$ cat src/rtl/vga_sync_timing.sv
// vga_sync_timing
//   VGA raster timing generator. A pixel-tick divider drives a free-running
//   horizontal/vertical counter pair; sync, blanking and coordinates are decoded
//   from the counters and registered, so outputs lag counter state by one clk.
// Ports
//   clk          in   system clock, rising edge
//   rst_n        in   synchronous reset, active-low
//   hsync        out  horizontal sync, active-low
//   vsync        out  vertical sync, active-low
//   video_on     out  high inside the active area
//   col          out  active column (0 when blanked)
//   row          out  active row (0 when blanked)
//   pix_tick     out  one-clk strobe on the last clk of each pixel period
//   frame_start  out  one-clk strobe when outputs first show pixel (0,0)
module vga_sync_timing #(
  parameter int unsigned CLK_DIV  = 2,
  parameter int unsigned H_ACTIVE = 640,
  parameter int unsigned H_FP     = 16,
  parameter int unsigned H_SYNC   = 96,
  parameter int unsigned H_BP     = 48,
  parameter int unsigned V_ACTIVE = 480,
  parameter int unsigned V_FP     = 10,
  parameter int unsigned V_SYNC   = 2,
  parameter int unsigned V_BP     = 33
) (
  input  logic       clk,
  input  logic       rst_n,
  output logic       hsync,
  output logic       vsync,
  output logic       video_on,
  output logic [9:0] col,
  output logic [8:0] row,
  output logic       pix_tick,
  output logic       frame_start
);

  localparam int unsigned CNT_W   = 10;
  localparam int unsigned DIV_W   = (CLK_DIV > 1) ? $clog2(CLK_DIV) : 1;
  localparam int unsigned H_TOTAL = H_ACTIVE + H_FP + H_SYNC + H_BP;
  localparam int unsigned V_TOTAL = V_ACTIVE + V_FP + V_SYNC + V_BP;
  localparam int unsigned HS_BEG  = H_ACTIVE + H_FP;
  localparam int unsigned HS_END  = H_ACTIVE + H_FP + H_SYNC;
  localparam int unsigned VS_BEG  = V_ACTIVE + V_FP;
  localparam int unsigned VS_END  = V_ACTIVE + V_FP + V_SYNC;

  logic [DIV_W-1:0] div_cnt;
  logic [CNT_W-1:0] h_cnt;
  logic [CNT_W-1:0] v_cnt;

  logic tick_c;
  logic h_last_c;
  logic v_last_c;
  logic hsync_c;
  logic vsync_c;
  logic active_c;
  logic origin_c;

  // Pixel tick fires on the last system clock of each pixel period
  assign tick_c   = (div_cnt == DIV_W'(CLK_DIV - 1));
  assign h_last_c = (h_cnt == CNT_W'(H_TOTAL - 1));
  assign v_last_c = (v_cnt == CNT_W'(V_TOTAL - 1));

  // Counter chain: divider -> column -> line
  always_ff @(posedge clk) begin
    if (!rst_n) begin
      div_cnt <= '0;
      h_cnt   <= '0;
      v_cnt   <= '0;
    end else begin
      if (tick_c) begin
        div_cnt <= '0;
      end else begin
        div_cnt <= div_cnt + DIV_W'(1);
      end
      if (tick_c) begin
        if (h_last_c) begin
          h_cnt <= '0;
          // Line wraps on the same edge as the column at frame end
          if (v_last_c) begin
            v_cnt <= '0;
          end else begin
            v_cnt <= v_cnt + CNT_W'(1);
          end
        end else begin
          h_cnt <= h_cnt + CNT_W'(1);
        end
      end
    end
  end

  // Decode of the current counter state
  always_comb begin
    hsync_c  = 1'b1;
    vsync_c  = 1'b1;
    active_c = 1'b0;
    origin_c = 1'b0;
    if ((h_cnt >= CNT_W'(HS_BEG)) && (h_cnt < CNT_W'(HS_END))) begin
      hsync_c = 1'b0;
    end
    if ((v_cnt >= CNT_W'(VS_BEG)) && (v_cnt < CNT_W'(VS_END))) begin
      vsync_c = 1'b0;
    end
    if ((h_cnt < CNT_W'(H_ACTIVE)) && (v_cnt < CNT_W'(V_ACTIVE))) begin
      active_c = 1'b1;
    end
    if ((h_cnt == '0) && (v_cnt == '0) && (div_cnt == '0)) begin
      origin_c = 1'b1;
    end
  end

  // Output register stage; coordinates are blanked to zero outside the active area
  always_ff @(posedge clk) begin
    if (!rst_n) begin
      hsync       <= 1'b1;
      vsync       <= 1'b1;
      video_on    <= 1'b0;
      col         <= '0;
      row         <= '0;
      pix_tick    <= 1'b0;
      frame_start <= 1'b0;
    end else begin
      hsync       <= hsync_c;
      vsync       <= vsync_c;
      video_on    <= active_c;
      col         <= active_c ? h_cnt : '0;
      row         <= active_c ? v_cnt[8:0] : '0;
      pix_tick    <= tick_c;
      frame_start <= origin_c;
    end
  end

endmodule

$ cat config.mk
export PLATFORM = sky130hd
export DESIGN_NAME = vga_sync_timing
export DESIGN_NICKNAME = d
export VERILOG_FILES = /design/src/rtl/vga_sync_timing.sv
export SDC_FILE = /design/constraint.sdc
export NUM_CORES = 1
export LEC_CHECK = 0
export BUFFER_PORTS_ARGS = -buffer_cell sky130_fd_sc_hd__buf_2
export CAP_MARGIN = 20
export CORE_MARGIN = 5
export CORE_UTILIZATION = 35
export DETAILED_ROUTE_END_ITERATION = 8
export PLACE_DENSITY = 0.55
export SYNTH_ARGS = -nofsm -noshare
export SYNTH_HDL_FRONTEND = slang
export SYNTH_SLANG_ARGS = --single-unit
$ cat constraint.sdc
create_clock -name clk -period 1.55 [get_ports clk]
set_input_delay 0.2325 -clock clk [delete_from_list [all_inputs] [get_ports clk]]
set_output_delay 0.2325 -clock clk [all_outputs]
set_load 0.05 [all_outputs]
==> metrics.md, run 1 <==
| Metric | Value |
|---|---|
| Setup violators final | `0` |
| Crit path launch type | `flop` |
| Syn avg cell area | `~9.1 sq um` |
| Aggregate routed wire length | `4390 um` |
| Setup Slack @ Placement | `-0.0973 ns` |
| Slowest CP cell | `or3b_4` |
| Ys async rst share | `0%` |
| Min Tclk post-route | `1.53 ns` |
| PortBufs | `25` |
| Sequential power share | `54.1%` |
| Fin. Hold Viols | `0` |
| DR vias/cell | `4.81` |
| Fin nets | `272` |
| Initial antenna violation count | `0` |
| CP Class | `reg -> reg` |
| Slew HR | `64.7%` |
| DR pass1 iterations | `4` |
| Worst path bufs/invs | `1` |
| Synthesized flop and latch total | `45` |
| Core ar. | `approximately 5200 sq um` |
| Number of synthesized flops with an enable pin | `0` |
| Hold_buf cts | `0` |
| Global placer's final weighted congestion | `around 0.81` |
| Mapped Nets | `213` |
| First-pass GRT wire length | `7580 um` |
| Share of cells above drive strength 1 | `38.0%` |
| Crit path cell chain | `inv_2 > ha_4 > and3b_2 > nand3_4 > or3b_4 > a211oi_2` |
| Initial Utilization | `36.3%` |
| Post-route insts no fill | `336` |
| Later-pin clock latency in the skew report | `approximately 0.30 ns` |
| Post-route DRC | `0` |
| Total Die Area | `slightly below 7000 sq um` |
| Yosys cell types | `44` |
| Vias in the first global route | `1579` |
| CP peak stage delay | `about 0.4 ns` |
| Hold crit path type | `in -> reg` |
| Top Ports | `26` |
| Int Power | `1.68 mW` |
| Post-synth top flop | `dfxtp_1` |
| Syn-to-layout area delta | `34.9%` |
| Crit. End Element | `flop` |
| Die X | `83.2 um` |
| P_leak | `between 1 and 1.5 nW` |
| MaxCap Viol Count | `0` |
| Unrepaired setup endpoints after global routing | `true` |
| Post-layout util | `48.9%` |
| Clock Pin Slew Worst Setup and Hold Paths | `0.08 ns` |
| Initial DRC count | `108` |
| Slew Limit Fails | `0` |
| Total congestion overflow | `0` |
| Final Worst Setup Slack | `0.0158 ns` |
| Largest net degree at the start of global routing | `16` |
| Design Area, Final | `2530 sq um` |
| Area of the mapped netlist | `1880 sq um` |
| Row cnt | `26` |
| Antenna viol nets, final | `0` |
| Clock group share of total power | `just over 40%` |
| Crit path max fanout | `4` |
| Max clock buf depth | `2` |
| CP delay by family, top | `simple AND/OR/NAND/NOR gates` |
| Clock skew | `0.00878 ns` |
| Syn Inst Count | `206` |
| Die H | `83.2 um` |
| Max Freq | `0.652 GHz` |
| Sw frac | `about 22%` |
| Sink Count | `45` |
| GRT Util Overall | `13.3%` |
| Power density over the cells | `855 nW/um^2` |
| Sum of negative setup slack | `0 ns` |
| Placed Area | `roughly 2300 sq um` |
| Ant. Diodes | `0` |
| Clock root buffer | `clkbuf_8` |
| Outcome | `finished, final reports clean` |
| Yosys warning count | `0` |
| Crit share post-route | `99.0%` |
| Worst Max-Slew Pin Slew | `0.526 ns` |
| Dpl cells | `322` |
| Number of CTS-inserted buffers | `5` |
| Sequential area share after synthesis | `48.0%` |
| Critical path arrival | `1.75 ns` |
| Final HPWL from detailed placement | `3120 um` |
| CTS tree | `yes` |
| DR vias | `1615` |
| Worst vdd ir | `approximately 0.38 mV` |
| H-Tree Depth | `2` |
| Routed len/inst | `13.1 um` |
| Critical Path RT | `about 1.8 ns` |
| Comb power frac | `under 10%` |
| Psw | `about 0.48 mW` |
synth_stat cells, types with 2 or more instances:
cell type  number  area share (%)
inv_1          10             2.0
xor2_1          4             1.9
nand3b_1        3             1.2
nand4_1         9             3.0
buf_2           7             1.9
ha_1            5             3.3
nor4_1          8             2.7
nand2_1        16             3.2
and3_1          2            0.67
dfxtp_1        45              48
o22ai_1         4             1.3
nor3_1          5             1.3
or3_1           2            0.67
nand3_1         8             2.1
clkbuf_1        4            0.80
and4_1          2            0.93
xnor2_1         3             1.4
nor2_1         13             2.6
and2_1         16             5.3
o21ai_0         2            0.53
a21oi_1        14             3.7
nand2b_1        2            0.67
layer usage:
layer | track usage, % | wire (um) | vias to the layer above
met1 | 17.6 | 2120 | 733
met5 | 0 | 0 | -
met4 | 5.65 | 43 | 0
met3 | 4.06 | 229 | 4
li1 | - | - | 836
met2 | 20.0 | 1990 | 42
path summary, 6_finish.rpt:
check                             start                     to  slack, ns  cells after the start
setup / recovery  v_cnt[0]$_SDFFE_PN0P_  v_cnt[5]$_SDFFE_PN0P_       0.02                      6
hold reg to reg   v_cnt[1]$_SDFFE_PN0P_      row[1]$_SDFF_PN0_       0.49                      2
setup reg to reg  v_cnt[0]$_SDFFE_PN0P_  v_cnt[5]$_SDFFE_PN0P_       0.02                      6
hold / removal                    rst_n    video_on$_SDFF_PN0_       0.31                      3
layout make-up:
type	instances	area [sq um]
fill	508	2640
multi-input combinational	137	938
sequential	45	916
timing repair buffer	66	437
clock buffer	5	68.8
clock inverter	3	46.3
tap	70	87.6
inverter	10	37.5
worst register-to-register path, stage by stage, from the launching register on:
cell	delay [ns]
dfxtp_2	0.34
inv_2	0.06
ha_4	0.16
and3b_2	0.22
nand3_4	0.09
or3b_4	0.40
a211oi_2	0.18
state kept, by name (all words and copies together) (netlist names):
| signal | cells |
|---|---|
| col | 10 |
| div_cnt | 1 |
| frame_start | 1 |
| h_cnt | 10 |
| hsync | 1 |
| pix_tick | 1 |
| row | 9 |
| v_cnt | 10 |
| video_on | 1 |
| vsync | 1 |
cells by family (layout without fill, tap and decap cells):
family          after synthesis  after routing  synth area share [%]
simple gates                 96             96                  29.7
flops                        45             45                  48.0
mux                           1              1                 0.600
buf+inv                      24             84                  5.93
compound gates               28             28                  9.20
xor+xnor                      7              7                  3.27
fa+ha+maj                     5              5                  3.33
power by group through the flow:
stage	Combinational [mW]	Sequential (mW)	Clock, mW
after floorplan	0.0392	1.23	0
after global routing	0.118	1.17	0.957
after detailed placement	0.103	1.20	0
final	0.105	1.17	0.888
after global placement	0.104	1.20	0
after CTS	0.105	1.17	0.918
layout by cell type (no fill, tap or decap), drive strengths merged, types with 3 or more instances in the layout:
| cell type | n |
|---|---|
| xnor2 | 3 |
| buf | 66 |
| nand3 | 8 |
| ha | 5 |
| and2 | 16 |
| o22ai | 4 |
| nand3b | 3 |
| xor2 | 4 |
| nor3 | 5 |
| nand2 | 16 |
| inv | 10 |
| clkbuf | 5 |
| dfxtp | 45 |
| o21ai | 3 |
| nor2 | 13 |
| nand4 | 9 |
| and3 | 3 |
| a21oi | 14 |
| nor4 | 9 |
per-stage QoR:
step / hold slack, ns / power (mW)
2_1_floorplan: 0.453 / 1.27
3_3_place_gp: 0.461 / 1.30
3_5_place_dp: 0.467 / 1.30
4_1_cts: 0.318 / 2.20
5_1_grt: 0.363 / 2.25
6_report: 0.309 / 2.16
repair_timing:
item	in CTS	in global routing
endpoints found under the setup margin	20	8
setup buffers	2	4
gates cloned	0	0
pin swaps	5	8
resized for setup	10	12
(Power assumes the default switching activity.)
==> run 2, diff against run 1 <==
--- a/config.mk
+++ b/config.mk
@@ -8,9 +8,10 @@
 export BUFFER_PORTS_ARGS = -buffer_cell sky130_fd_sc_hd__buf_2
 export CAP_MARGIN = 20
 export CORE_MARGIN = 5
-export CORE_UTILIZATION = 35
+export CORE_UTILIZATION = 40
 export DETAILED_ROUTE_END_ITERATION = 8
-export PLACE_DENSITY = 0.55
+export PLACE_DENSITY_LB_ADDON = 0.2
+export REMOVE_ABC_BUFFERS = 1
 export SYNTH_ARGS = -nofsm -noshare
 export SYNTH_HDL_FRONTEND = slang
 export SYNTH_SLANG_ARGS = --single-unit
==> run 2 against run 1 <==
Effect of this change:
- via count fell by 2.1%
- design area shrank 4.8%
- power down 9.1%
- die area down 11%
- worst hold slack better by 0.012 ns
- core utilization up 3.1 points
- fmax grew 0.71%
- final cell count shrank 6.3%
- register-to-register slack hardly changed
- clock skew decreased by 0.0049 ns
- largest cell class unchanged
==> metrics.md, run 2 (synthesis gave the netlist of run 1 again) <==
| Metric | Value |
|---|---|
| Outcome | `finished, final reports clean` |
| Design Area, Final | `2410 sq um (-4.8%)` |
| Antenna viol nets, final | `0 (unchanged)` |
| Sink Count | `45 (unchanged)` |
| Dpl cells | `307 (-4.7%)` |
| Regs by FF count | `col x10, h_cnt x10, v_cnt x10` |
| Worst Setup SP | `h_cnt[5]$_SDFFE_PN0P_` |
| Critical Path RT | `1.77 ns (about the same)` |
| Worst r2r dst | `v_cnt[5]$_SDFFE_PN0P_` |
| Slew Limit Fails | `0 (unchanged)` |
| Crit path cell chain | `nor4b_4 > nand4_1 > or3b_4 > a211oi_2` |
| H-Tree Depth | `2 (unchanged)` |
| Critical path arrival | `1.74 ns (about the same)` |
| Crit. End Element | `flop` |
| Clock Pin Slew Worst Setup and Hold Paths | `0.08 ns (about the same)` |
| Post-route insts no fill | `315 (-6.3%)` |
| Setup violators final | `0 (unchanged)` |
| Core ar. | `4630 sq um (-10%)` |
| Hold crit path type | `in -> reg` |
| P_leak | `1.01 nW (-4.2%)` |
| Min Tclk post-route | `1.52 ns (-0.0108 ns)` |
| Later-pin clock latency in the skew report | `0.29 ns (about the same)` |
| Ant. Diodes | `0 (unchanged)` |
| DR vias/cell | `5.02 (+4.4%)` |
| Power density over the cells | `816 nW/um^2 (-4.5%)` |
| Worst hold start | `rst_n` |
| DR vias | `1581 (-2.1%)` |
| R2R depth | `4 (-2)` |
| Die X | `78.5 um (-5.7%)` |
| Total Die Area | `6160 sq um (-11%)` |
| Initial antenna violation count | `0 (unchanged)` |
| Commonest non-fill, non-tap cell in the layout | `dfxtp_1` |
| Top Ports | `26 (unchanged)` |
| Crit path launch type | `flop` |
| Commonest non-fill, non-tap cells in the layout | `38 x dfxtp_1, 36 x buf_4, 25 x buf_2` |
| CP Class | `reg -> reg` |
| Max Freq | `0.656 GHz (+0.71%)` |
| Die H | `78.5 um (-5.7%)` |
| DR pass1 iterations | `4 (unchanged)` |
| PortBufs | `25 (unchanged)` |
| Final Total Pwr | `1.97 mW (-9.1%)` |
| Post-route DRC | `0 (unchanged)` |
| Worst Max-Slew Pin Slew | `0.560 ns (+0.0340 ns)` |
| Fin. Hold Viols | `0 (unchanged)` |
| Share of cells above drive strength 1 | `34.9% (-3.1 points)` |
| Largest net degree at the start of global routing | `15 (-1)` |
| Clock root buffer | `clkbuf_8` |
| MaxCap Viol Count | `0 (unchanged)` |
| Number of CTS-inserted buffers | `5 (unchanged)` |
| Initial Utilization | `40.5% (+4.3 points)` |
| First-pass GRT wire length | `7250 um (-4.4%)` |
| R2r startpoint | `h_cnt[5]$_SDFFE_PN0P_` |
| Clock skew | `0.00387 ns (-0.00491 ns)` |
| Slowest CP cell | `or3b_4` |
| Hold_ws | `0.321 ns (+0.0119 ns)` |
| CTS tree | `yes` |
| Worst vdd ir | `0.383 mV (+0.47%)` |
| Worst R2R Setup Slack | `0.03 ns (about the same)` |
| Syn-to-layout area delta | `28.4%` |
| Crit path max fanout | `3 (-1)` |
| CP endpoint | `v_cnt[5]$_SDFFE_PN0P_` |
| Fin nets | `267 (-1.8%)` |
| Unrepaired setup endpoints after global routing | `true` |
| Crit share post-route | `98.3% (-0.70 points)` |
| Slew HR | `62.4% (-2.3 points)` |
| GRT Util Overall | `14.9% (+1.6 points)` |
| Routed len/inst | `13.6 um (+4.2%)` |
| Global placer's final weighted congestion | `0.838 (+3.9%)` |
| Vias in the first global route | `1503 (-4.8%)` |
| Max clock buf depth | `2 (unchanged)` |
| CP peak stage delay | `0.45 ns (+0.05 ns)` |
| Placed Area | `2270 sq um (-1.0%)` |
| Aggregate routed wire length | `4290 um (-2.3%)` |
| Final HPWL from detailed placement | `3080 um (-1.5%)` |
| Row cnt | `25 (-3.8%)` |
| Total congestion overflow | `0 (unchanged)` |
| Initial DRC count | `67 (-38%)` |
==> run 2: cell types whose count changed in the layout (fill, tap and decap cells not counted), moves of 2 or more <==
| cell | previous run | this run |
|---|---|---|
| buf_4 | 40 | 36 |
| clkinv_2 | 0 | 2 |
| dfxtp_4 | 2 | 0 |
| inv_1 | 8 | 10 |
| inv_2 | 2 | 0 |
==> run 2: per-stage QoR <==
step	setup WS [ns]	TNS (ns)	util (%)
after floorplan	-0.266	-0.597	-
after global placement	-0.0946	-0.708	48.9
after detailed placement	-0.0945	-1.18	48.9
after CTS	0.00929	0	51.2
after global routing	-0.0419	-0.0464	52.1
final	0.0267	0	52.1
==> run 2: power by group <==
| group | internal [mW] | leakage (nW) | switching, mW |
|---|---|---|---|
| Combinational | 0.0328 | 0.597 | 0.0704 |
| Sequential | 1.17 | 0.367 | 0.00576 |
| Clock | 0.313 | 0.0450 | 0.378 |
| Total | 1.51 | 1.01 | 0.454 |
==> run 2: cell type report <==
cell class	instances	area [sq um]
Multi-Input combinational cell	137	917
Sequential cell	45	910
Inverter	10	37.5
Clock buffer	6	72.6
Fill cell	457	2220
Timing Repair Buffer	61	395
Clock inverter	2	10.0
Tap cell	54	67.6
==> run 2: per-layer routing <==
| metal | track usage [%] | share of wire, % | vias up |
|---|---|---|---|
| met3 | 3.33 | 4.3 | 8 |
| met1 | 20.8 | 50 | 710 |
| met5 | 0 | 0 | - |
| met4 | 5.77 | 1.7 | 0 |
| met2 | 22.2 | 44 | 36 |
| li1 | - | - | 827 |
==> run 2: critical path: cells and delay by family (launching register included) <==
family             cells  cell delay [ns]
AOI/OAI and AO/OA      1             0.18
and+or+nand+nor        3             0.94
DFF                    1             0.34
==> run 2: worst min-delay path by stage <==
| stage | depth (start not counted) | slack, ns | to |
|---|---|---|---|
| 2_1_floorplan | 2 | 0.39 | v_cnt[9]$_SDFFE_PN0P_ |
| 3_3_place_gp | 2 | 0.47 | row[1]$_SDFF_PN0_ |
| 3_5_place_dp | 2 | 0.47 | row[1]$_SDFF_PN0_ |
| 4_1_cts | 3 | 0.32 | video_on$_SDFF_PN0_ |
| 5_1_grt | 3 | 0.34 | video_on$_SDFF_PN0_ |
| 6_report | 3 | 0.32 | video_on$_SDFF_PN0_ |
==> run 2: timing repair <==
item	in CTS	in global routing
setup buffers	0	1
hold buffers	0	0
resized for setup	9	10
setup endpoints to repair	19	4
pin swaps	4	3
gates cloned	0	0
==> run 3, diff against run 2 <==
--- a/config.mk
+++ b/config.mk
@@ -12,6 +12,7 @@
 export DETAILED_ROUTE_END_ITERATION = 8
 export PLACE_DENSITY_LB_ADDON = 0.2
 export REMOVE_ABC_BUFFERS = 1
+export SETUP_SLACK_MARGIN = 0.1
 export SYNTH_ARGS = -nofsm -noshare
 export SYNTH_HDL_FRONTEND = slang
 export SYNTH_SLANG_ARGS = --single-unit
==> run 3 against run 2 <==
Effect of this change:
- sequential share of layout area down 0.99 points
- sequential cell count unchanged
- clock power about the same
- fmax up 0.65%
- design area up 2.7%
- core utilization up 1.4 points
- combinational power about the same
- worst hold slack better by 0.012 ns
==> metrics.md, run 3 (synthesis gave the netlist of run 1 again) <==
| Metric | Value |
|---|---|
| Outcome | `finished, final reports clean` |
| CP Class | `reg -> reg` |
| Design Area, Final | `2470 sq um (+2.7%)` |
| Max clock buf depth | `2 (unchanged)` |
| GRT Util Overall | `15.2% (+0.31 points)` |
| Slowest CP cell | `nor4_4` |
| CTS tree | `yes` |
| Post-layout util | `53.5% (+1.4 points)` |
| Commonest non-fill, non-tap cell in the layout | `dfxtp_1` |
| P_leak | `1.02 nW (+1.5%)` |
| Worst vdd ir | `0.383 mV (about the same)` |
| Total Die Area | `6160 sq um (unchanged)` |
| Fin. Hold Viols | `0 (unchanged)` |
| Row cnt | `25 (unchanged)` |
| H-Tree Depth | `2 (unchanged)` |
| Crit path max fanout | `9 (+6)` |
| Aggregate routed wire length | `4410 um (+2.8%)` |
| Regs by FF count | `col x10, h_cnt x10, v_cnt x10` |
| Die H | `78.5 um (unchanged)` |
| Worst Setup SP | `v_cnt[5]$_SDFFE_PN0P_` |
| Dpl cells | `307 (unchanged)` |
| CP most frequent cell | `a211oi_2` |
| Critical path arrival | `1.69 ns (-0.05 ns)` |
| Min Tclk post-route | `1.51 ns (-0.00977 ns)` |
| Post-route DRC | `0 (unchanged)` |
| Largest net degree at the start of global routing | `15 (unchanged)` |
| CP delay by family, top | `simple AND/OR/NAND/NOR gates` |
| Initial DRC count | `53 (-21%)` |
| Antenna viol nets, final | `0 (unchanged)` |
| MaxCap Viol Count | `0 (unchanged)` |
| Share of cells above drive strength 1 | `39.9% (+5.1 points)` |
| Worst path bufs/invs | `2 (+2)` |
| DR vias | `1616 (+2.2%)` |
| Placed Area | `2270 sq um (unchanged)` |
| Clock Pin Slew Worst Setup and Hold Paths | `0.08 ns (about the same)` |
| Crit path depth | `6 (+2)` |
| DR vias/cell | `5.10 (+1.6%)` |
| Syn-to-layout area delta | `31.9%` |
| Crit share post-route | `97.6% (-0.63 points)` |
| Initial Utilization | `40.5% (unchanged)` |
| Power density over the cells | `796 nW/um^2 (-2.5%)` |
| Fin nets | `269 (+0.75%)` |
| Hold_buf cts | `0 (unchanged)` |
| DR pass1 iterations | `4 (unchanged)` |
| Clock root buffer | `clkbuf_8` |
| Critical Path RT | `1.73 ns (-0.04 ns)` |
| R2R depth | `6 (+2)` |
| Max Freq | `0.661 GHz (+0.65%)` |
| Global placer's final weighted congestion | `0.838 (unchanged)` |
| Area of the multi-input gates | `963 sq um (+5.0%)` |
| Total congestion overflow | `0 (unchanged)` |
| R2r startpoint | `v_cnt[5]$_SDFFE_PN0P_` |
| PortBufs | `25 (unchanged)` |
| Worst Max-Slew Pin Slew | `0.375 ns (-0.186 ns)` |
| Initial antenna violation count | `0 (unchanged)` |
| Core ar. | `4630 sq um (unchanged)` |
| Worst R2R Setup Slack | `0.04 ns (about the same)` |
| Die X | `78.5 um (unchanged)` |
| Slew Limit Fails | `0 (unchanged)` |
| Ant. Diodes | `0 (unchanged)` |
| CP peak stage delay | `0.34 ns (-0.11 ns)` |
| First-pass GRT wire length | `7370 um (+1.6%)` |
| Unrepaired setup endpoints after global routing | `true` |
| Clock skew | `0.00369 ns (-0.000181 ns)` |
| Routed len/inst | `13.9 um (+2.2%)` |
| Hold crit path type | `in -> reg` |
| Post-route insts no fill | `317 (+0.63%)` |
| Setup violators final | `0 (unchanged)` |
| Final Total Pwr | `1.97 mW (+0.13%)` |
| Number of CTS-inserted buffers | `5 (unchanged)` |
| Top Ports | `26 (unchanged)` |
| CP endpoint | `v_cnt[5]$_SDFFE_PN0P_` |
| Vias in the first global route | `1552 (+3.3%)` |
| Sink Count | `45 (unchanged)` |
| Commonest non-fill, non-tap cells in the layout | `38 x dfxtp_1, 37 x buf_4, 25 x buf_2` |
| Slew HR | `74.9% (+13 points)` |
| Crit. End Element | `flop` |
| Later-pin clock latency in the skew report | `0.29 ns (about the same)` |
| Crit path cell chain | `buf_4 > nor4_4 > nand3_2 > buf_6 > a211oi_2 > a211oi_2` |
| Final HPWL from detailed placement | `3080 um (unchanged)` |
| Worst r2r dst | `v_cnt[5]$_SDFFE_PN0P_` |
| Crit path launch type | `flop` |
| Fill count | `448 (-2.0%)` |
| Sequential Area | `910 sq um (unchanged)` |
-- run 3: cell count changes in the layout (fill, tap and decap cells not counted), sizes merged --
cell / delta
buf: +2
-- run 3: worst min-delay path by stage --
stage / start / end / depth (start not counted)
after floorplan: rst_n / v_cnt[9]$_SDFFE_PN0P_ / 2
after global placement: v_cnt[1]$_SDFFE_PN0P_ / row[1]$_SDFF_PN0_ / 2
after detailed placement: v_cnt[1]$_SDFFE_PN0P_ / row[1]$_SDFF_PN0_ / 2
after CTS: rst_n / video_on$_SDFF_PN0_ / 3
after global routing: rst_n / video_on$_SDFF_PN0_ / 3
final: rst_n / video_on$_SDFF_PN0_ / 3
-- run 3: area by class of cell --
cell class	count	area share (%)
Multi-Input combinational cell	137	38.9
Sequential cell	45	36.8
Timing Repair Buffer	63	16.7
Clock buffer	6	2.93
Tap cell	54	2.73
Inverter	10	1.52
Clock inverter	2	0.404
-- run 3: where the power goes --
| group | total (mW) | switching, mW | internal (mW) |
|---|---|---|---|
| sequential | 1.17 | 0.00568 | 1.17 |
| combinational | 0.106 | 0.0723 | 0.0341 |
| clock | 0.690 | 0.377 | 0.313 |
-- run 3: worst register-to-register path: cells and delay by family (launching register included) --
kind            cells  cell delay, ns
simple gates        2            0.48
flops               1            0.31
compound gates      2            0.29
buf+inv             2            0.32
-- run 3: metal layers --
layer  routed length (um)  share of wire (%)  vias up  track usage [%]
li1                     -                  -      828                -
met1                 2180                 49      740             21.0
met2                 1960                 44       38             22.7
met3                  182                4.1       10             3.44
met4                   90                2.0        0             6.47
met5                    0                  0        -                0
-- run 3: metrics by stage --
step / setup TNS (ns) / setup WS (ns) / hold slack [ns]
after CTS: 0 / 0.0421 / 0.315
after detailed placement: -1.18 / -0.0945 / 0.471
after global routing: -0.0215 / -0.0215 / 0.358
after global placement: -0.708 / -0.0946 / 0.470
final: 0 / 0.0365 / 0.333
after floorplan: -0.597 / -0.266 / 0.390
-- run 3: timing repair --
action                     4_1_cts  5_1_grt
setup endpoints to repair       23       25
hold endpoints to repair         0        0
setup buffers                    2        1
gates cloned                     0        0
gates resized for setup         18       15
pin swaps                        7        6
